==> config.mk <==
export PLATFORM = sky130hd
export DESIGN_NAME = hex_value_display
export DESIGN_NICKNAME = d
export VERILOG_FILES = /design/src/rtl/hex_value_display.sv
export SDC_FILE = /design/constraint.sdc
export NUM_CORES = 1
export LEC_CHECK = 0
export CAP_MARGIN = 15
export CORE_ASPECT_RATIO = 1.25
export CORE_MARGIN = 4
export CORE_UTILIZATION = 25
export DETAILED_ROUTE_END_ITERATION = 10
export SETUP_SLACK_MARGIN = 0.2
export SLEW_MARGIN = 20
export SYNTH_ARGS = -nofsm -noshare
export SYNTH_HDL_FRONTEND = slang
export SYNTH_SLANG_ARGS = --single-unit
==> constraint.sdc <==
create_clock -name clk_clk -period 4 [get_ports clk_clk]
set_input_delay 0.8 -clock clk_clk [delete_from_list [all_inputs] [get_ports clk_clk]]
set_output_delay 0.8 -clock clk_clk [all_outputs]
set_load 0.05 [all_outputs]
==> src/rtl/hex_value_display.sv <==
// hex_value_display: turns the HPS value/mode words into six registered 7-segment digits,
// either decimal (sequential double-dabble) or hexadecimal, with blanking and overflow dash.
module hex_value_display #(
  parameter int DATA_W      = 20,
  parameter bit SEG_ACT_LOW = 1'b1
) (
  input  logic        clk_clk,
  input  logic        reset_reset_n,
  input  logic [31:0] value_in,
  input  logic [15:0] mode_in,
  output logic [6:0]  hex0,
  output logic [6:0]  hex1,
  output logic [6:0]  hex2,
  output logic [6:0]  hex3,
  output logic [6:0]  hex4,
  output logic [6:0]  hex5,
  output logic        busy,
  output logic        overflow
);

  localparam int               CNT_W    = (DATA_W > 1) ? $clog2(DATA_W) : 1;
  localparam logic [CNT_W-1:0] CNT_LAST = CNT_W'(DATA_W - 1);
  localparam logic [31:0]      DEC_MAX  = 32'd999999;
  localparam logic [6:0]       LIT_DASH = 7'h40;
  localparam logic [6:0]       LIT_NONE = 7'h00;

  typedef enum logic [1:0] {
    S_IDLE  = 2'd0,
    S_LOAD  = 2'd1,
    S_SHIFT = 2'd2,
    S_ENC   = 2'd3
  } state_t;

  state_t            state_r;
  state_t            state_s;
  logic [31:0]       val_q_r;
  logic [7:0]        mode_q_r;
  logic              pending_r;
  logic [23:0]       bcd_r;
  logic [DATA_W-1:0] sr_r;
  logic [CNT_W-1:0]  cnt_r;

  logic              change_s;
  logic [23:0]       bcd_adj_s;
  logic [31:0]       val_lo_s;
  logic [31:0]       val_hi_s;
  logic              ovf_s;
  logic              lead_s;
  logic [3:0]        dig_s [6];
  logic [5:0]        blank_s;
  logic [6:0]        seg_s [6];
  logic              unused_s;

  // Lit-segment pattern {g,f,e,d,c,b,a} for one hex digit; b and d are lowercase glyphs.
  function automatic logic [6:0] seg_glyph(input logic [3:0] digit);
    logic [6:0] lit;
    case (digit)
      4'h0: lit = 7'h3F;
      4'h1: lit = 7'h06;
      4'h2: lit = 7'h5B;
      4'h3: lit = 7'h4F;
      4'h4: lit = 7'h66;
      4'h5: lit = 7'h6D;
      4'h6: lit = 7'h7D;
      4'h7: lit = 7'h07;
      4'h8: lit = 7'h7F;
      4'h9: lit = 7'h6F;
      4'hA: lit = 7'h77;
      4'hB: lit = 7'h7C;
      4'hC: lit = 7'h39;
      4'hD: lit = 7'h5E;
      4'hE: lit = 7'h79;
      4'hF: lit = 7'h71;
      default: lit = 7'h00;
    endcase
    return lit;
  endfunction

  // Map a lit-segment pattern onto the pin polarity of the board.
  function automatic logic [6:0] seg_pins(input logic [6:0] lit);
    return SEG_ACT_LOW ? ~lit : lit;
  endfunction

  // Change detect and the per-iteration BCD add-3 correction.
  always_comb begin
    change_s  = (value_in != val_q_r) | (mode_in[7:0] != mode_q_r) | pending_r;
    bcd_adj_s = bcd_r;
    for (int i = 0; i < 6; i++) begin
      if (bcd_r[4*i +: 4] >= 4'd5) begin
        bcd_adj_s[4*i +: 4] = bcd_r[4*i +: 4] + 4'd3;
      end else begin
        bcd_adj_s[4*i +: 4] = bcd_r[4*i +: 4];
      end
    end
    unused_s = ^{mode_in[15:8], bcd_adj_s[23]};
  end

  // Digit selection, blanking and segment encoding consumed by the ENC edge.
  always_comb begin
    val_lo_s = 32'(val_q_r[DATA_W-1:0]);
    val_hi_s = val_q_r >> DATA_W;
    ovf_s    = mode_q_r[0] && ((val_hi_s != 32'd0) || (val_lo_s > DEC_MAX));
    for (int i = 0; i < 6; i++) begin
      dig_s[i] = mode_q_r[0] ? bcd_r[4*i +: 4] : val_q_r[4*i +: 4];
    end
    lead_s     = mode_q_r[1];
    blank_s[0] = mode_q_r[2];
    for (int i = 5; i >= 1; i--) begin
      if (lead_s && (dig_s[i] == 4'd0)) begin
        blank_s[i] = 1'b1;
      end else begin
        lead_s     = 1'b0;
        blank_s[i] = mode_q_r[2+i];
      end
    end
    for (int i = 0; i < 6; i++) begin
      if (ovf_s) begin
        seg_s[i] = seg_pins(LIT_DASH);
      end else if (blank_s[i]) begin
        seg_s[i] = seg_pins(LIT_NONE);
      end else begin
        seg_s[i] = seg_pins(seg_glyph(dig_s[i]));
      end
    end
  end

  // Next-state logic of the conversion sequencer.
  always_comb begin
    state_s = state_r;
    case (state_r)
      S_IDLE: begin
        if (change_s) begin
          state_s = S_LOAD;
        end else begin
          state_s = S_IDLE;
        end
      end
      S_LOAD: begin
        if (mode_in[0]) begin
          state_s = S_SHIFT;
        end else begin
          state_s = S_ENC;
        end
      end
      S_SHIFT: begin
        if (cnt_r == CNT_LAST) begin
          state_s = S_ENC;
        end else begin
          state_s = S_SHIFT;
        end
      end
      S_ENC:   state_s = S_IDLE;
      default: state_s = S_IDLE;
    endcase
  end

  // Sequencer state register.
  always_ff @(posedge clk_clk or negedge reset_reset_n) begin
    if (!reset_reset_n) begin
      state_r <= S_IDLE;
    end else begin
      state_r <= state_s;
    end
  end

  // Operand shadows, double-dabble datapath and the atomically updated outputs.
  always_ff @(posedge clk_clk or negedge reset_reset_n) begin
    if (!reset_reset_n) begin
      val_q_r   <= 32'd0;
      mode_q_r  <= 8'd0;
      pending_r <= 1'b1;
      bcd_r     <= 24'd0;
      sr_r      <= '0;
      cnt_r     <= '0;
      busy      <= 1'b0;
      overflow  <= 1'b0;
      hex0      <= seg_pins(LIT_NONE);
      hex1      <= seg_pins(LIT_NONE);
      hex2      <= seg_pins(LIT_NONE);
      hex3      <= seg_pins(LIT_NONE);
      hex4      <= seg_pins(LIT_NONE);
      hex5      <= seg_pins(LIT_NONE);
    end else begin
      case (state_r)
        S_IDLE: begin
          if (change_s) begin
            busy <= 1'b1;
          end
        end
        S_LOAD: begin
          val_q_r   <= value_in;
          mode_q_r  <= mode_in[7:0];
          pending_r <= 1'b0;
          busy      <= 1'b1;
          bcd_r     <= 24'd0;
          sr_r      <= value_in[DATA_W-1:0];
          cnt_r     <= '0;
        end
        S_SHIFT: begin
          bcd_r <= {bcd_adj_s[22:0], sr_r[DATA_W-1]};
          sr_r  <= sr_r << 1;
          if (cnt_r == CNT_LAST) begin
            cnt_r <= '0;
          end else begin
            cnt_r <= cnt_r + CNT_W'(1'b1);
          end
        end
        S_ENC: begin
          hex0     <= seg_s[0];
          hex1     <= seg_s[1];
          hex2     <= seg_s[2];
          hex3     <= seg_s[3];
          hex4     <= seg_s[4];
          hex5     <= seg_s[5];
          overflow <= ovf_s;
          busy     <= 1'b0;
        end
        default: begin
          busy <= 1'b0;
        end
      endcase
    end
  end

endmodule
==> results of run 1 <==
==> per-layer routing <==
metal  wire length (µm)  track usage
met2               9877       0.1879
met3               1105      0.03264
met1               9887       0.1592
met4                271      0.03196
met5                  0            0
==> final cells by class <==
cell class / count / area, µm² / share of cell area
repair buffers: 95 / 939.7 / 0.09268
clock buffers: 20 / 446.7 / 0.04406
inverters: 55 / 206.4 / 0.02036
clock inverters: 12 / 198.9 / 0.01962
well taps: 412 / 515.5 / 0.05085
flip-flops and latches: 136 / 3458 / 0.3411
multi-input cells: 560 / 4373 / 0.4313
==> power by group through the flow <==
stage / combinational, mW / sequential [mW] / clock (mW)
6_report: 4.61 / 2.51 / 1.73
5_1_grt: 5.06 / 2.59 / 1.83
3_3_place_gp: 4.57 / 2.51 / 0
3_5_place_dp: 4.63 / 2.53 / 0
2_1_floorplan: 3.03 / 2.92 / 0
4_1_cts: 4.65 / 2.51 / 1.78
==> cell usage in the layout, fill, tap and decap left out, drive strengths merged, types with 3 or more instances in the layout <==
cell and count:
a211oi 4, a21oi 56, a22oi 3, a31oi 8, a32o 6, and2 5
buf 11, bufinv 5, clkbuf 20, clkdlybuf4s50 84, clkinv 6, dfrtp 93
dfstp 43, ha 54, inv 55, mux2 46, mux2i 47, mux4 5
nand2 22, nand2b 11, nand3 7, nand4 4, nor2 68, nor2b 6
nor3 12, nor3b 5, nor4 12, o21ai 28, o22a 8, o22ai 28
o31ai 8, o32a 21, o32ai 10, or2 4, xnor2 9, xor2 42
==> worst paths after layout <==
check	start	to	slack (ns)
setup / recovery	mode_q_r[0]	hex0[6]	1.08
hold / removal	reset_reset_n	val_q_r[28]	0.38
setup reg to reg	mode_q_r[0]	hex0[6]	1.08
hold reg to reg	hex0[6]	hex0[6]	0.47
max in group asynchronous	reset_reset_n	mode_q_r[0]	2.83
min in group clk_clk	hex0[6]	hex0[6]	0.47
==> per-stage QoR <==
stage          utilization  instance area [µm²]  instances  setup slack, ns
4_1_cts             0.3153                10140       1290            1.059
5_1_grt             0.3153                10140       1290           0.8441
6_report            0.3153                10140       1290            1.080
2_1_floorplan            -                 8208        787            1.472
3_5_place_dp        0.2953                 9493       1258           0.8858
3_3_place_gp        0.2953                 9493       1258           0.9280
==> state kept, by name, indices dropped and copies added, names as in the netlist, 2 cells and up <==
name and cells:
val_q_r 32, bcd_r 24, hex0 7, cnt_r 5
hex2 7, mode_q_r 8, hex4 7, hex5 7
hex1 7, hex3 7, state_r 2, sr_r 20
==> cells by family (layout without fill, tap and decap cells) <==
logic type,Yosys count,after routing,synth area share
compound gates,196,196,0.1646
xor+xnor,51,51,0.05442
fa+ha+maj,54,54,0.08232
buf+inv,91,182,0.04695
flops,136,136,0.4212
mux,98,98,0.1355
simple gates,161,161,0.09497
==> impl_metrics.py, run 1 <==
metrics = {
    "place": {
        "io_buffer_count": 85,
        "place_congestion": 0.8266,
        "dp_hpwl_um": 15610,
    },
    "floorplan": {
        "initial_utilization": 0.2553,
        "io_pins": 94,
        "core.rowCount": 73,
        "chipHeight_um": 210.6,
        "dieArea_um2": 35810,
        "core_area_um2": 32150,
        "dieWidth_um": 170.1,
    },
    "power_and_ir_drop": {
        "clock_power_share": 0.196,
        "p_sw_mw": 3.861,
        "seqPwrFrac": 0.283,
        "leakage_nw": 4.146,
        "p_comb_frac": 0.521,
        "power_mw": 8.853,
        "p_int_mw": 4.992,
        "power_density_nw_per_um2": 873.2,
        "irDropWorstVdd_mv": 0.6756,
        "swShare": 0.4361,
    },
    "global_route": {
        "grt_max_degree": 76,
        "track_usage": 0.1184,
        "grt_pass1_vias": 6079,
        "grt_first_pass_wirelength_um": 33520,
        "antenna_found_initial": 0,
        "overflow": 0,
    },
    "yosys": {
        "synth_edf_count": 0,
        "ys_warn_count": 0,
        "synthTopCellsByCount": "dfrtp_1, nor2_1, a21oi_1, ha_1, inv_1",
        "synthCells": 787,
        "yosysMostFrequentCell": "dfrtp_1",
        "synthTopCellsByArea": "dfrtp_1, dfstp_2, ha_1",
        "synth_area_um2": 8208,
        "synth-seq-cells": 136,
        "synth_top_cell_area_share": 0.2835,
        "syn_avg_cell_area_um2": 10.43,
        "ys_types": 59,
        "ys_seq_area_frac": 0.4212,
        "async_reset_ff_frac": 1.000,
        "ys_dominant_reg_cell": "dfrtp_1",
        "syn_nets": 891,
        "synth.largest_area_cell": "dfrtp_1",
    },
    "drt": {
        "via_per_inst": 4.797,
        "drt-initial-drc-count": 311,
        "drc": 0,
        "detail_route.wirelength_um": 21140,
        "vias": 6188,
        "firstDrtPassIters": 4,
        "post_drt_wl_per_cell_um": 16.39,
        "ant_nets": 0,
    },
    "clock_network": {
        "cts_tree": "yes",
        "post_cts_buffers": 0,
        "clk_path_buf_depth": 2,
        "cts_resized": 0,
        "clk_pin_slew_worst_paths_ns": 0.06,
        "cts_buffers": 17,
        "clock-sinks": 136,
        "insertion_delay_ns": 0.43,
        "hold_buffers": 0,
        "htreeDepth": 4,
        "cts-root-buf": "clkbuf_16",
    },
    "cells_and_area": {
        "antenna-diode-count": 0,
        "drive_above_1_share": 0.1720,
        "syn2layout_area_growth_pct": 23.52,
        "nets": 969,
        "fillCellCount": 3279,
    },
    "timing": {
        "setup_viol": 0,
        "rsz0062_at_grt": "false",
        "maxSlewViolCount": 0,
        "min_period_ns": 2.920,
        "tightest_slew_ns": 1.099,
        "timing.setup.tns_ns": 0,
        "timing_hold_violations_final": 0,
        "clock.fmax_ghz": 0.3425,
        "whs_ns": 0.3802,
        "skew_ns": 0.009847,
        "maxSlewHeadroom": 0.2672,
        "fin_crit_sh": 0.7299,
    },
    "setup_path": {
        "cp_slowest_cell": "dfrtp_2",
        "worstSetupPathType": "flip-flop to flip-flop",
        "required_ns": 4.33,
        "crit_fanout": 21,
        "critPathMaxStageDelay_ns": 0.72,
        "arrival_ns": 3.25,
        "cp.depth": 7,
        "path_delay_family": "multiplexers",
        "crit_path_end_kind": "flip-flop",
        "rr_worst_depth": 7,
        "cp_cell_sequence": "buf_4 -> mux2i_1 -> inv_1 -> ha_1 -> mux2_2 -> a221oi_1 -> o22ai_1",
        "cp_num_buf_inv": 2,
        "critPathLaunchType": "flip-flop",
    },
    "hold_path": {
        "hp-class": "primary input to asynchronous set/reset pin",
    },
    "run_status": {
        "status": "completed",
    },
    "run": {
        "max_cap_violations": 0,
    },
}
(Power assumes the default switching activity.)
==> inputs of run 2 (changes only) <==
Clock period 4 ns to 2.7 ns, I/O delays scaled along.
==> impl_metrics.py, run 2 (same netlist as run 1, synthesis figures left out) <==
metrics = {
    "setup_path": {
        "startpoint": "mode_q_r[0]",
        "cp_cell_sequence": "buf_12 -> mux2i_1 -> ha_1 -> nand2_1 -> a21o_1 -> o41ai_4 -> buf_4 -> nor2_1 -> o22ai_2",
        "required_ns": 3.05,
        "cp_slowest_cell": "dfrtp_2",
        "r2r-start": "mode_q_r[0]",
        "crit_fanout": 19,
        "arrival_ns": 2.75,
        "critPathMaxStageDelay_ns": 0.50,
        "critPathLaunchType": "flip-flop",
        "worstSetupPathType": "flip-flop to flip-flop",
        "crit_path_end_kind": "flip-flop",
    },
    "drt": {
        "firstDrtPassIters": 5,
        "via_per_inst": 4.866,
        "drt-initial-drc-count": 406,
        "post_drt_wl_per_cell_um": 16.32,
        "ant_nets": 0,
        "detail_route.wirelength_um": 21510,
        "vias": 6414,
        "drc": 0,
    },
    "global_route": {
        "antenna_found_initial": 1,
        "overflow": 0,
        "grt_first_pass_wirelength_um": 34610,
        "track_usage": 0.1211,
        "grt_pass1_vias": 6424,
        "grt_max_degree": 55,
    },
    "power_and_ir_drop": {
        "clock_power_share": 0.189,
        "p_int_mw": 7.595,
        "leakage_nw": 4.276,
        "irDropWorstVdd_mv": 0.6124,
        "power_density_nw_per_um2": 1301,
        "seqPwrFrac": 0.274,
        "power_mw": 13.51,
        "p_comb_frac": 0.537,
        "p_sw_mw": 5.914,
        "swShare": 0.4378,
    },
    "clock_network": {
        "cts-root-buf": "clkbuf_16",
        "insertion_delay_ns": 0.42,
        "htreeDepth": 4,
        "clk_pin_slew_worst_paths_ns": 0.06,
        "clock-sinks": 136,
        "cts_tree": "yes",
        "clk_path_buf_depth": 2,
        "cts_buffers": 17,
    },
    "timing": {
        "rsz0062_at_grt": "false",
        "layout_setup_ws_ns": 0.3038,
        "setup_viol": 0,
        "timing.setup.tns_ns": 0,
        "whs_ns": 0.07871,
        "fin_crit_sh": 0.8875,
        "skew_ns": 0.01091,
        "clock.fmax_ghz": 0.4173,
        "min_period_ns": 2.396,
        "maxSlewHeadroom": 0.5409,
        "maxSlewViolCount": 0,
        "tightest_slew_ns": 0.6814,
        "timing_hold_violations_final": 0,
    },
    "cells_and_area": {
        "largestRegisters": "val_q_r: 32 flops, bcd_r: 24 flops, sr_r: 20 flops",
        "post-route-cell-area_um2": 10380,
        "final_common_cell": "dfrtp_1",
        "final_cell_mix": "dfrtp_1, clkdlybuf4s50_1, nor2_1, a21oi_1, inv_1",
        "nets": 997,
        "drive_above_1_share": 0.2031,
        "antenna-diode-count": 0,
        "fin_util": 0.3229,
        "largest_reg_flops": 32,
        "final_cells": 1318,
        "regMostFlops": "val_q_r",
        "syn2layout_area_growth_pct": 26.46,
    },
    "place": {
        "dp_hpwl_um": 16200,
        "dpl.cell_count": 1283,
        "dpl-instance-area_um2": 9697,
        "io_buffer_count": 85,
        "dp_slack_ns": 0.1073,
        "place_congestion": 0.7890,
    },
    "run": {
        "max_cap_violations": 0,
    },
    "floorplan": {
        "dieWidth_um": 170.1,
        "initial_utilization": 0.2553,
        "dieArea_um2": 35810,
        "core.rowCount": 73,
        "io_pins": 94,
        "core_area_um2": 32150,
        "chipHeight_um": 210.6,
    },
    "hold_path": {
        "hp-class": "primary input to asynchronous set/reset pin",
    },
    "run_status": {
        "status": "completed",
    },
}
==> run 2: cell count changes in the layout (fill, tap and decap cells not counted), moves of 2 or more <==
cell        previous run  this run
clkbuf_1               2         0
mux2i_1               44        42
inv_6                  1         5
buf_4                  9        36
clkinv_2               3         0
clkinvlp_4             1         3
==> run 2: final cells by class <==
class | count | area, µm²
fillers | 3319 | 21770
multi-input cells | 560 | 4397
flip-flops and latches | 136 | 3458
repair buffers | 123 | 1162
well taps | 412 | 515.5
clock buffers | 17 | 425.4
clock inverters | 15 | 215.2
inverters | 55 | 206.4
==> run 2: timing repair <==
item | in CTS | in global routing
pin swaps | 1 | 0
cloned | 0 | 0
buffers inserted | 3 | 0
gates resized for setup | 0 | 4
hold buffers | 0 | 0
setup endpoints to repair | 13 | 6
==> run 2: power by group through the flow <==
stage          clock, mW  combinational, mW  sequential (mW)
3_3_place_gp           0               7.11             3.70
3_5_place_dp           0               7.23             3.74
2_1_floorplan          0               4.49             4.33
6_report            2.55               7.26             3.70
5_1_grt             2.71               7.97             3.81
4_1_cts             2.62               7.30             3.69
==> run 2: critical path, delay by kind of cell, from the launching register on <==
| family | cells | cell delay [ns] |
|---|---|---|
| fa+ha+maj | 1 | 0.24 |
| mux | 1 | 0.30 |
| compound gates | 3 | 0.67 |
| buf+inv | 2 | 0.42 |
| simple gates | 2 | 0.17 |
| flops | 1 | 0.50 |
==> run 2: path summary, 6_finish.rpt <==
path | end | slack (ns) | cells past startpoint
max in group asynchronous | hex4[4] | 1.89 | 2
hold reg to reg | hex1[6] | 0.47 | 2
setup / recovery | hex2[6] | 0.30 | 9
min in group clk_clk | hex1[6] | 0.47 | 2
setup reg to reg | hex2[6] | 0.30 | 9
hold / removal | val_q_r[25] | 0.08 | 1
==> run 2: layer usage <==
layer / vias to the layer above / routed length, µm / track usage
li1: 3075 / - / -
met1: 3167 / 10180 / 0.1710
met2: 144 / 9998 / 0.1878
met3: 26 / 1030 / 0.02701
met4: 2 / 296 / 0.03196
met5: - / 8 / 0
